### src/rtl/ycbcr_pkg.sv
`default_nettype none
// ============================================================================
//  Module      : ycbcr_pkg
//  Description : Shared definitions for the YCbCr coefficient RAM sequencer:
//                default geometry of the coefficient RAM, controller state
//                encoding and a helper that sizes a table fetch.
//  Revision    : 1.0 - initial release
// ============================================================================
package ycbcr_pkg;

    // Default geometry of the 512x8 coefficient RAM and the coefficient table
    localparam int c_addr_w    = 9;
    localparam int c_data_w    = 8;
    localparam int c_num_coef  = 9;
    localparam int c_coef_base = 0;

    // Controller state encoding
    localparam logic [1:0] c_st_idle   = 2'd0;
    localparam logic [1:0] c_st_fetch  = 2'd1;
    localparam logic [1:0] c_st_commit = 2'd2;

    // Number of bytes read per reload: the table itself, plus one trailing
    // checksum byte when the table is protected.
    function automatic int fetch_len(input int num_coef, input bit with_checksum);
        return with_checksum ? num_coef + 1 : num_coef;
    endfunction

endpackage
`default_nettype wire

### src/rtl/ycbcr_coef_fetch.sv
`default_nettype none
// ============================================================================
//  Module      : ycbcr_coef_fetch
//  Description : Generic table loader. On i_start it issues LEN consecutive
//                reads at BASE, BASE+1, ... (one per cycle, registered
//                address/enable) and captures the returned bytes, which arrive
//                one cycle after each read, into a shadow bank. o_done is high
//                in the cycle the last byte is captured.
//  Revision    : 1.0 - initial release
//
//  Ports:
//    clk       in   system clock
//    i_resetn  in   asynchronous active-low reset
//    i_start   in   one-cycle start pulse (ignored while a load is running is
//                   the caller's responsibility)
//    o_raddr   out  RAM read address (registered)
//    o_re      out  RAM read enable (registered)
//    i_rdata   in   RAM read data, valid the cycle after o_re
//    o_shadow  out  captured bytes, byte i at [DATA_W*i +: DATA_W]
//    o_done    out  last byte is being captured this cycle
// ============================================================================
module ycbcr_coef_fetch
    import ycbcr_pkg::*;
#(
    parameter int ADDR_W = c_addr_w,
    parameter int DATA_W = c_data_w,
    parameter int LEN    = c_num_coef,
    parameter int BASE   = c_coef_base
) (
    input  logic                  clk,
    input  logic                  i_resetn,
    input  logic                  i_start,
    output logic [ADDR_W-1:0]     o_raddr,
    output logic                  o_re,
    input  logic [DATA_W-1:0]     i_rdata,
    output logic [LEN*DATA_W-1:0] o_shadow,
    output logic                  o_done
);

    localparam int                c_idx_w = (LEN > 1) ? $clog2(LEN) : 1;
    localparam logic [c_idx_w-1:0] c_last  = c_idx_w'(LEN - 1);
    localparam logic [c_idx_w-1:0] c_idx_1 = c_idx_w'(1);
    localparam logic [ADDR_W-1:0]  c_base  = ADDR_W'(BASE);
    localparam logic [ADDR_W-1:0]  c_addr_1 = ADDR_W'(1);

    logic [ADDR_W-1:0]     r_raddr;
    logic                  r_re;
    logic [c_idx_w-1:0]    r_issue_idx;
    logic                  r_cap_vld;
    logic [c_idx_w-1:0]    r_cap_idx;
    logic [LEN*DATA_W-1:0] r_shadow;

    always_ff @(posedge clk or negedge i_resetn) begin
        if (!i_resetn) begin
            r_raddr     <= '0;
            r_re        <= 1'b0;
            r_issue_idx <= '0;
            r_cap_vld   <= 1'b0;
            r_cap_idx   <= '0;
            r_shadow    <= '0;
        end else begin
            // Read issue: address wraps naturally in ADDR_W bits
            if (i_start) begin
                r_re        <= 1'b1;
                r_raddr     <= c_base;
                r_issue_idx <= '0;
            end else if (r_re && (r_issue_idx != c_last)) begin
                r_raddr     <= r_raddr + c_addr_1;
                r_issue_idx <= r_issue_idx + c_idx_1;
            end else begin
                r_re        <= 1'b0;
            end

            // Capture: data for a read issued in cycle t is on i_rdata in t+1
            r_cap_vld <= r_re;
            if (r_cap_vld) begin
                r_shadow[r_cap_idx*DATA_W +: DATA_W] <= i_rdata;
                r_cap_idx <= r_cap_idx + c_idx_1;
            end
            if (i_start) begin
                r_cap_idx <= '0;
            end
        end
    end

    assign o_raddr  = r_raddr;
    assign o_re     = r_re;
    assign o_shadow = r_shadow;
    assign o_done   = r_cap_vld && (r_cap_idx == c_last);

endmodule
`default_nettype wire

### src/rtl/ycbcr_coef_ctrl.sv
`default_nettype none
// ============================================================================
//  Module      : ycbcr_coef_ctrl
//  Description : Sequencer/arbiter for the YCbCr coefficient block RAM. Shares
//                the RAM between host configuration writes and a fetch engine
//                that reloads the coefficient bank at frame start when the
//                bank is dirty (or was never loaded), then commits the whole
//                bank at once to the YCbCr-to-RGB converter.
//  Revision    : 1.0 - initial release
//
//  Build option: YCBCR_COEF_CHECKSUM_EN
//    Adds a checksum byte at COEF_BASE+NUM_COEF. The bank is committed only
//    when the byte sum of the table (mod 256) matches it; otherwise the old
//    bank is kept, the bank is re-marked dirty and coef_err pulses.
//
//  Ports:
//    clk          in   system clock
//    resetn       in   asynchronous active-low reset
//    frame_start  in   one-cycle pulse at start of frame
//    wr_valid     in   host write request
//    wr_ready     out  host write accepted when wr_valid & wr_ready
//    wr_addr      in   host write address
//    wr_data      in   host write data
//    ram_waddr    out  RAM write address (registered)
//    ram_wdata    out  RAM write data (registered)
//    ram_we       out  RAM write enable (registered)
//    ram_raddr    out  RAM read address (registered)
//    ram_re       out  RAM read enable (registered)
//    ram_rdata    in   RAM read data, valid one clk after ram_re
//    coef         out  committed bank, coefficient i at [8i+7:8i]
//    coef_valid   out  bank holds a committed load
//    busy         out  fetch/commit in progress
//    coef_err     out  checksum mismatch pulse (checksum build only)
// ============================================================================
module ycbcr_coef_ctrl
    import ycbcr_pkg::*;
#(
    parameter int ADDR_W    = c_addr_w,
    parameter int DATA_W    = c_data_w,
    parameter int NUM_COEF  = c_num_coef,
    parameter int COEF_BASE = c_coef_base
) (
    input  logic                       clk,
    input  logic                       resetn,
    input  logic                       frame_start,
    input  logic                       wr_valid,
    output logic                       wr_ready,
    input  logic [ADDR_W-1:0]          wr_addr,
    input  logic [DATA_W-1:0]          wr_data,
    output logic [ADDR_W-1:0]          ram_waddr,
    output logic [DATA_W-1:0]          ram_wdata,
    output logic                       ram_we,
    output logic [ADDR_W-1:0]          ram_raddr,
    output logic                       ram_re,
    input  logic [DATA_W-1:0]          ram_rdata,
    output logic [NUM_COEF*DATA_W-1:0] coef,
    output logic                       coef_valid,
    output logic                       busy
`ifdef YCBCR_COEF_CHECKSUM_EN
    ,
    output logic                       coef_err
`endif
);

`ifdef YCBCR_COEF_CHECKSUM_EN
    localparam int c_fetch_len = fetch_len(NUM_COEF, 1'b1);
`else
    localparam int c_fetch_len = fetch_len(NUM_COEF, 1'b0);
`endif
    localparam logic [ADDR_W-1:0] c_base    = ADDR_W'(COEF_BASE);
    localparam logic [ADDR_W-1:0] c_win_len = ADDR_W'(c_fetch_len);

    logic [1:0]                     r_state;
    logic [NUM_COEF*DATA_W-1:0]     r_coef;
    logic                           r_coef_valid;
    logic                           r_busy;
    logic                           r_dirty;
    logic                           r_we;
    logic [ADDR_W-1:0]              r_waddr;
    logic [DATA_W-1:0]              r_wdata;

    logic                           w_wr_ready;
    logic                           w_wr_acc;
    logic [ADDR_W-1:0]              w_wr_off;
    logic                           w_in_win;
    logic                           w_fetch_start;
    logic                           w_fetch_done;
    logic [c_fetch_len*DATA_W-1:0]  w_shadow;

    // Fetch wins a same-cycle collision with a host write
    assign w_wr_ready = (r_state == c_st_idle) && !frame_start;
    assign w_wr_acc   = wr_valid && w_wr_ready;

    // Offset compare keeps the window test correct when it wraps past the
    // top of the address space.
    assign w_wr_off = wr_addr - c_base;
    assign w_in_win = (w_wr_off < c_win_len);

    assign w_fetch_start = (r_state == c_st_idle) && frame_start &&
                           (r_dirty || !r_coef_valid);

    ycbcr_coef_fetch #(
        .ADDR_W (ADDR_W),
        .DATA_W (DATA_W),
        .LEN    (c_fetch_len),
        .BASE   (COEF_BASE)
    ) u_fetch (
        .clk      (clk),
        .i_resetn (resetn),
        .i_start  (w_fetch_start),
        .o_raddr  (ram_raddr),
        .o_re     (ram_re),
        .i_rdata  (ram_rdata),
        .o_shadow (w_shadow),
        .o_done   (w_fetch_done)
    );

`ifdef YCBCR_COEF_CHECKSUM_EN
    logic [DATA_W-1:0] w_sum;
    logic              w_sum_ok;
    logic              r_coef_err;

    always_comb begin
        w_sum = '0;
        for (int i = 0; i < NUM_COEF; i++) begin
            w_sum = w_sum + w_shadow[i*DATA_W +: DATA_W];
        end
    end

    assign w_sum_ok = (w_sum == w_shadow[NUM_COEF*DATA_W +: DATA_W]);
    assign coef_err = r_coef_err;
`endif

    always_ff @(posedge clk or negedge resetn) begin
        if (!resetn) begin
            r_state      <= c_st_idle;
            r_coef       <= '0;
            r_coef_valid <= 1'b0;
            r_busy       <= 1'b0;
            r_dirty      <= 1'b1;   // guarantees the first frame loads
            r_we         <= 1'b0;
            r_waddr      <= '0;
            r_wdata      <= '0;
`ifdef YCBCR_COEF_CHECKSUM_EN
            r_coef_err   <= 1'b0;
`endif
        end else begin
            // Host write path: one registered RAM write per accepted request
            r_we <= w_wr_acc;
            if (w_wr_acc) begin
                r_waddr <= wr_addr;
                r_wdata <= wr_data;
            end
`ifdef YCBCR_COEF_CHECKSUM_EN
            r_coef_err <= 1'b0;
`endif

            case (r_state)
                c_st_idle: begin
                    if (w_fetch_start) begin
                        r_state <= c_st_fetch;
                        r_busy  <= 1'b1;
                        r_dirty <= 1'b0;
                    end else if (w_wr_acc && w_in_win) begin
                        r_dirty <= 1'b1;
                    end
                end
                c_st_fetch: begin
                    if (w_fetch_done) begin
                        r_state <= c_st_commit;
                    end
                end
                c_st_commit: begin
                    r_state <= c_st_idle;
                    r_busy  <= 1'b0;
`ifdef YCBCR_COEF_CHECKSUM_EN
                    if (w_sum_ok) begin
                        r_coef       <= w_shadow[NUM_COEF*DATA_W-1:0];
                        r_coef_valid <= 1'b1;
                    end else begin
                        r_dirty    <= 1'b1;
                        r_coef_err <= 1'b1;
                    end
`else
                    r_coef       <= w_shadow[NUM_COEF*DATA_W-1:0];
                    r_coef_valid <= 1'b1;
`endif
                end
                default: begin
                    r_state <= c_st_idle;
                    r_busy  <= 1'b0;
                end
            endcase
        end
    end

    assign wr_ready   = w_wr_ready;
    assign ram_we     = r_we;
    assign ram_waddr  = r_waddr;
    assign ram_wdata  = r_wdata;
    assign coef       = r_coef;
    assign coef_valid = r_coef_valid;
    assign busy       = r_busy;

endmodule
`default_nettype wire

### config.mk
export PLATFORM = sky130hd
export DESIGN_NAME = ycbcr_coef_ctrl
export DESIGN_NICKNAME = d
export VERILOG_FILES = /design/src/rtl/ycbcr_pkg.sv /design/src/rtl/ycbcr_coef_fetch.sv /design/src/rtl/ycbcr_coef_ctrl.sv
export SDC_FILE = /design/constraint.sdc
export NUM_CORES = 1
export LEC_CHECK = 0
export CORE_MARGIN = 1.5
export CORE_UTILIZATION = 53
export CTS_CLUSTER_SIZE = 20
export DETAILED_ROUTE_END_ITERATION = 16
export PLACE_DENSITY_LB_ADDON = 0.3
export SLEW_MARGIN = 20
export SYNTH_ARGS = -nofsm -noshare
export SYNTH_HDL_FRONTEND = slang
export SYNTH_SLANG_ARGS = --single-unit
### constraint.sdc
create_clock -name clk -period 3.08 [get_ports clk]
set_clock_uncertainty 0.05 [all_clocks]
set_input_delay 0.462 -clock clk [delete_from_list [all_inputs] [get_ports clk]]
set_output_delay 0.462 -clock clk [all_outputs]
set_load 0.01 [all_outputs]
# Word level (Yosys, flattened, before mapping)
# Cells that the tools add are included.
[op_classes]
addsub = 4
n_lt_le_gt_ge = 1
eq_ne = 7
shift = 2
mux = 16
bitwise = 1
reduce_logical = 17
[op_table]
columns = ["operator", "count"]
rows = [
  ["$bwmux 72", 1],
  ["$shift 8x34->72 const A", 1],
  ["$shiftx 8x34->72", 1],
  ["$neg 7->34", 1],
  ["$mux 9", 2],
  ["$mux 4", 4],
  ["$add 9x1->9 const B", 1],
  ["$lt 9x4->1 const B", 1],
  ["$add 4x1->4 const B", 2],
  ["$logic_and 1x1->1", 7],
  ["$ne 2x1->1 const B", 3],
  ["$reduce_and 2->1", 3],
  ["$reduce_bool 2->1", 3],
  ["$mux 1", 5],
  ["$eq 4x4->1 const B", 1],
  ["$mux 2", 2],
  ["$ne 4x4->1 const B", 1],
  ["$pmux 2 s2", 1],
  ["$eq 2x1->1 const B", 1],
  ["$eq 2x2->1 const B", 1],
  ["$logic_not 1->1", 2],
  ["$logic_not 2->1", 1],
  ["$pmux 1 s2", 1],
  ["$logic_or 1x1->1", 1],
  ["$not 1->1", 1],
]
[word_totals]
reg_bits = 186
inputBits = 29
out_inout_bits = 103
wordCells = 62

# Depth between registers and ports, before layout
# Gate-level depths: netlist of run 1.
[depth]
ltp_word = 6
depth_mapped = 9
ltp_nobuf = 6

# By module
# From an unflattened synthesis of run 1, not the netlist that was laid out.
[hier_totals]
hier_cells = 529
area_unflattened_um2 = 7856.3
[modules_own_cells]
columns = ["mod", "n_inst", "cells_per_inst", "area_per_inst_um2", "seq_area_each_um2"]
rows = [
  ["ycbcr_coef_fetch", 1, 316, 3947.5, 2277.2],
  ["ycbcr_coef_ctrl", 1, 213, 3908.7, 2378.5],
]

# Least setup slack after synthesis of run 1
# OpenSTA, ideal clock, no wires.
[synth_timing]
path_kind = "reg-to-reg"
start = "reg u_fetch.r_cap_idx[0]"
end = "reg u_fetch.r_shadow[64] (netlist: u_fetch.o_shadow[64])"
setup_time_ns = 0.125
t_arrival_ns = 2.160
t_required_ns = 2.905
slack_ns = 0.745
stages_incl_launch_ff = 9
path_buffers = 2
period_less_slack_ns = 2.335
cell_sequence = "dfrtp_1 > clkbuf_1 > nor3_1 > ha_1 > and4bb_2 > nor2b_1 > o21a_1 > buf_2 > mux2_2"
[synth_via]
elab_chain_len = 3
elab_cells_between_ends = 4
classes_between = "add/sub: 1; shift: 2; mux: 1"
[synth_rtl]
columns = ["element", "line_no", "rtl"]
rows = [
  ["from (decl)", "ycbcr_coef_fetch.sv:50", "logic [c_idx_w-1:0] r_cap_idx;"],
  ["from (signal assigned)", "ycbcr_coef_fetch.sv:78", "r_cap_idx <= r_cap_idx + c_idx_1;"],
  ["$neg 7->34 (*)", "ycbcr_coef_fetch.sv:77", "r_shadow[r_cap_idx*DATA_W +: DATA_W] <= i_rdata;"],
  ["$shiftx 8x34->72 or $shift 8x34->72 (tied branches)", "ycbcr_coef_fetch.sv:77", ""],
  ["$bwmux 72 (*)", "ycbcr_coef_fetch.sv:77", ""],
  ["to (signal, indexed assignment)", "ycbcr_coef_fetch.sv:77", ""],
  ["to (decl)", "ycbcr_coef_fetch.sv:51", "logic [LEN*DATA_W-1:0] r_shadow;"],
]
# Every way passes the cells marked *; elsewhere a longest branch is shown, timed or not.
# A chain may end at the register's enable or synchronous reset.

# Worst setup path after layout of run 1
[layout_timing]
start = "reg u_fetch.r_cap_idx[0]"
end = "reg u_fetch.r_shadow[66] (netlist: u_fetch.o_shadow[66])"
# Same word-level chain as after synthesis.

==> results of run 1 <==
==> worst reg2reg max path: stages (launching register included) <==
cell and delay, ns:
dfrtp_1 0.64, nor3_1 0.11, ha_1 0.53, and4bb_2 0.33
nor2b_1 0.24, o21a_1 0.40, mux2_2 0.39
==> synthesized netlist by cell type (3+ instances only) <==
library cell  count
dfrtp_1         185
mux2_2          106
nand2_1          71
o21ai_0          38
inv_1            21
nor2_1           20
clkbuf_1         16
nand3_1          16
buf_2             9
o21ai_2           9
ha_1              8
mux2i_1           8
xnor2_1           8
nor3_1            7
xor2_1            6
and4bb_2          5
nand4_1           5
and2_1            4
nor4bb_1          4
a21oi_1           3
buf_6             3
nand2b_1          3
==> through the flow <==
stage          power [mW]  util (%)
2_1_floorplan        5.64         -
3_3_place_gp         6.90      65.1
3_5_place_dp         7.09      65.1
4_1_cts              9.37      69.6
5_1_grt              9.88      69.6
6_report             9.33      69.6
==> kinds of logic after synthesis <==
logic type,Yosys count,share of synthesized area [%]
flip-flops,186,61.7
AND/OR/NAND/NOR,151,10.2
multiplexers,114,16.9
AO/OA/AOI/OAI,62,5.09
buffers and inverters,50,3.15
XOR/XNOR,14,1.63
adder cells (fa/ha/maj),8,1.33
==> power by group <==
part / switching [mW] / internal (mW)
Combinational: 1.47 / 1.70
Clock: 0.901 / 1.34
Sequential: 0.593 / 3.32
==> cells in the final DEF, fill, tap and decap left out, types with 3 or more instances in the layout <==
cell	Yosys	layout
dfrtp_1	185	185
nand2_1	71	71
bufinv_16	0	3
nand4_1	5	5
nand3_1	16	16
inv_1	21	21
and2_1	4	4
nor2_1	20	20
ha_1	8	8
nor4bb_1	4	4
buf_4	0	11
o21ai_0	38	38
and4bb_2	5	5
clkinv_4	0	3
mux2_2	106	106
xnor2_1	8	8
o21ai_2	9	9
nor3_1	7	7
clkbuf_8	0	3
clkbuf_16	0	17
a21oi_1	3	3
mux2i_1	8	8
xor2_1	6	6
clkdlybuf4s50_1	0	130
==> worst min path at each step <==
stage	from	to	slack [ns]	cells after the start
floorplan	resetn	busy	0.12	0
global placement	u_fetch.o_shadow[28]	u_fetch.o_shadow[28]	0.41	2
detailed placement	u_fetch.o_shadow[47]	u_fetch.o_shadow[47]	0.42	2
CTS	u_fetch.o_shadow[47]	u_fetch.o_shadow[47]	0.43	2
global route	coef[38]	coef[38]	0.45	2
finish	coef[35]	coef[35]	0.43	2
==> metal layers <==
layer  track usage, %  part of all wire (%)  routed length [um]  up-vias
met5                0                     0                   0        -
met4             7.92                   1.7                 269        0
met3             6.69                   6.5                1050       27
met2             36.2                    49                7920      180
met1             29.2                    42                6780     2480
li1                 -                     -                   -     2280
==> layout make-up <==
class / instances / area (um2)
fill: 955 / 4220
inverter: 21 / 78.8
clock inverter: 10 / 141
multi-input combinational: 349 / 2660
tap: 180 / 225
timing repair buffer: 144 / 1430
sequential: 186 / 4660
clock buffer: 22 / 474
==> registers in the layout, indices dropped and copies added, names as in the netlist <==
name,flops
u_fetch.r_issue_idx,4
u_fetch.r_cap_idx,4
ram_we,1
coef_valid,1
coef,72
r_state,2
ram_waddr,9
u_fetch.r_cap_vld,1
u_fetch.o_raddr,9
r_dirty,1
ram_wdata,8
u_fetch.o_re,1
busy,1
u_fetch.o_shadow,72
==> timing repair <==
item,4_1_cts,5_1_grt
hold buffers,1,0
endpoints found under the hold margin,11,0
resized for setup,0,1
setup endpoints to repair,0,3
==> run summary, run 1 <==
Status = complete, no violations
RR Endpoint = u_fetch.o_shadow[66]
CP endpoint = u_fetch.o_shadow[66]
Drt via density = 5.45
Yosys top cell by area = dfrtp_1
Worst-path clk slew = 0.06 ns
Core footprint = 13,900 um2
Post-synthesis sequential area ratio = 61.7%
Initial Util = 54.3%
Area contributors post-synth = dfrtp_1 (61%), mux2_2 (16%), nand2_1 (3.5%), o21ai_0 (2.5%), ha_1 (1.3%)
Startpoint types = register
Root buf cell = clkbuf_16
Post-Syn Nets = 622
Hold_ws = 0.427 ns
Primary FF master, synth = dfrtp_1
Placed cell area = 9030 um2
Die height = 122 um
Antenna violations before repair = 0
Mapped Avg Cell Area = 12.9 um2
Grt ovf = 0
CTS sink cnt = 186
Fmax = 356 MHz
Pre-antenna DRT Iters = 4
CTS tree = built
Crit-path cells = nor3_1 -> ha_1 -> and4bb_2 -> nor2b_1 -> o21a_1 -> mux2_2
Worst relative slew slack = 42.5%
Yosys reg bits = 186
Hold WC Path Type = register to register
Worst Setup Slack, final = 0.272 ns
CP arrival = 3.06 ns
WL/cell = 17.6 um
Largest net degree at the start of global routing = 64
Initial drt markers = 296
Critical path type = register to register
HPWL Detailed = 10,700 um
Maximum root-to-sink buffer count = 2
Share of cells above drive strength 1 = 23.6%
Post CTS Setup Buffer Count = 0
RSZ-0062 raised after global routing = no
Post-synth EDFFs = 0
Routed WL = 16,000 um
Worst path bufs/invs = 0
Final Non-Filler Cells = 912
Max VDD drop = 0.509 mV
Ys Warns = 0
Max Cap Viol = 0
Final Cell Area = 9660 um2
Die width = 122 um
Crit end category = register
Worst skew pair latency = 0.42 ns
Slowest cell delay on critical path = 0.64 ns
Dpl cells = 879
Area grow syn2layout = 28.1%
Worst R2R Setup Slack = 0.27 ns
First-pass GRT wire length = 25,700 um
Mapped Cells = 585
Antenna viol nets, final = 0
Die ar. = 15,000 um2
Synthesized area = 7540 um2
Reg2Reg Depth = 6
Leak = 4.45 nW
Worst slack, placed = 0.310 ns
Power Dens Cells = 965 nW/um2
Crit-path max FO = 17
Final net count = 756
Worst Tran Pin Value = 0.862 ns
Slowest stage cell, crit path = dfrtp_1
Total CTS buffers = 17
Antenna cells = 0
Post-synth top area share = 61.4%
Vias in the first global route = 5,075
Crit path depth = 6
Total Routing Usage GR = 22.5%
Critical Path RT = 3.33 ns
Async set or reset register ratio after synthesis = 100%
Worst Setup SP = u_fetch.r_cap_idx[0]
Hold Fails Final Rpt = 0
Routability cong. = 0.877
Num ports = 132
Total Negative Setup Slacks = 0 ns
Via count = 4,967
Final setup viols = 0
Post-synthesis cell type count = 44
Port Buffer Count = 131
Residual DRC = 0
Final critical-path share of the clock period = 91.2%
Final min period = 2.81 ns
FP Rows = 43
Crit-path leading delay family = simple AND/OR/NAND/NOR gates
Reg-to-Reg Start = u_fetch.r_cap_idx[0]
H-tree depth = 4
Slew Viols, Final = 0
No activity file was read; power rests on OpenSTA's default activity.
==> inputs of run 2 (changes only) <==
SLEW_MARGIN = default   (was 20)
==> results of run 2 <==
Final layout, timing and power as in run 1 (identical DEF).
==> inputs of run 3 (changes only) <==
SETUP_SLACK_MARGIN = 0.02   (was default)
==> results of run 3 <==
Final layout, timing and power as in run 1 (identical DEF).
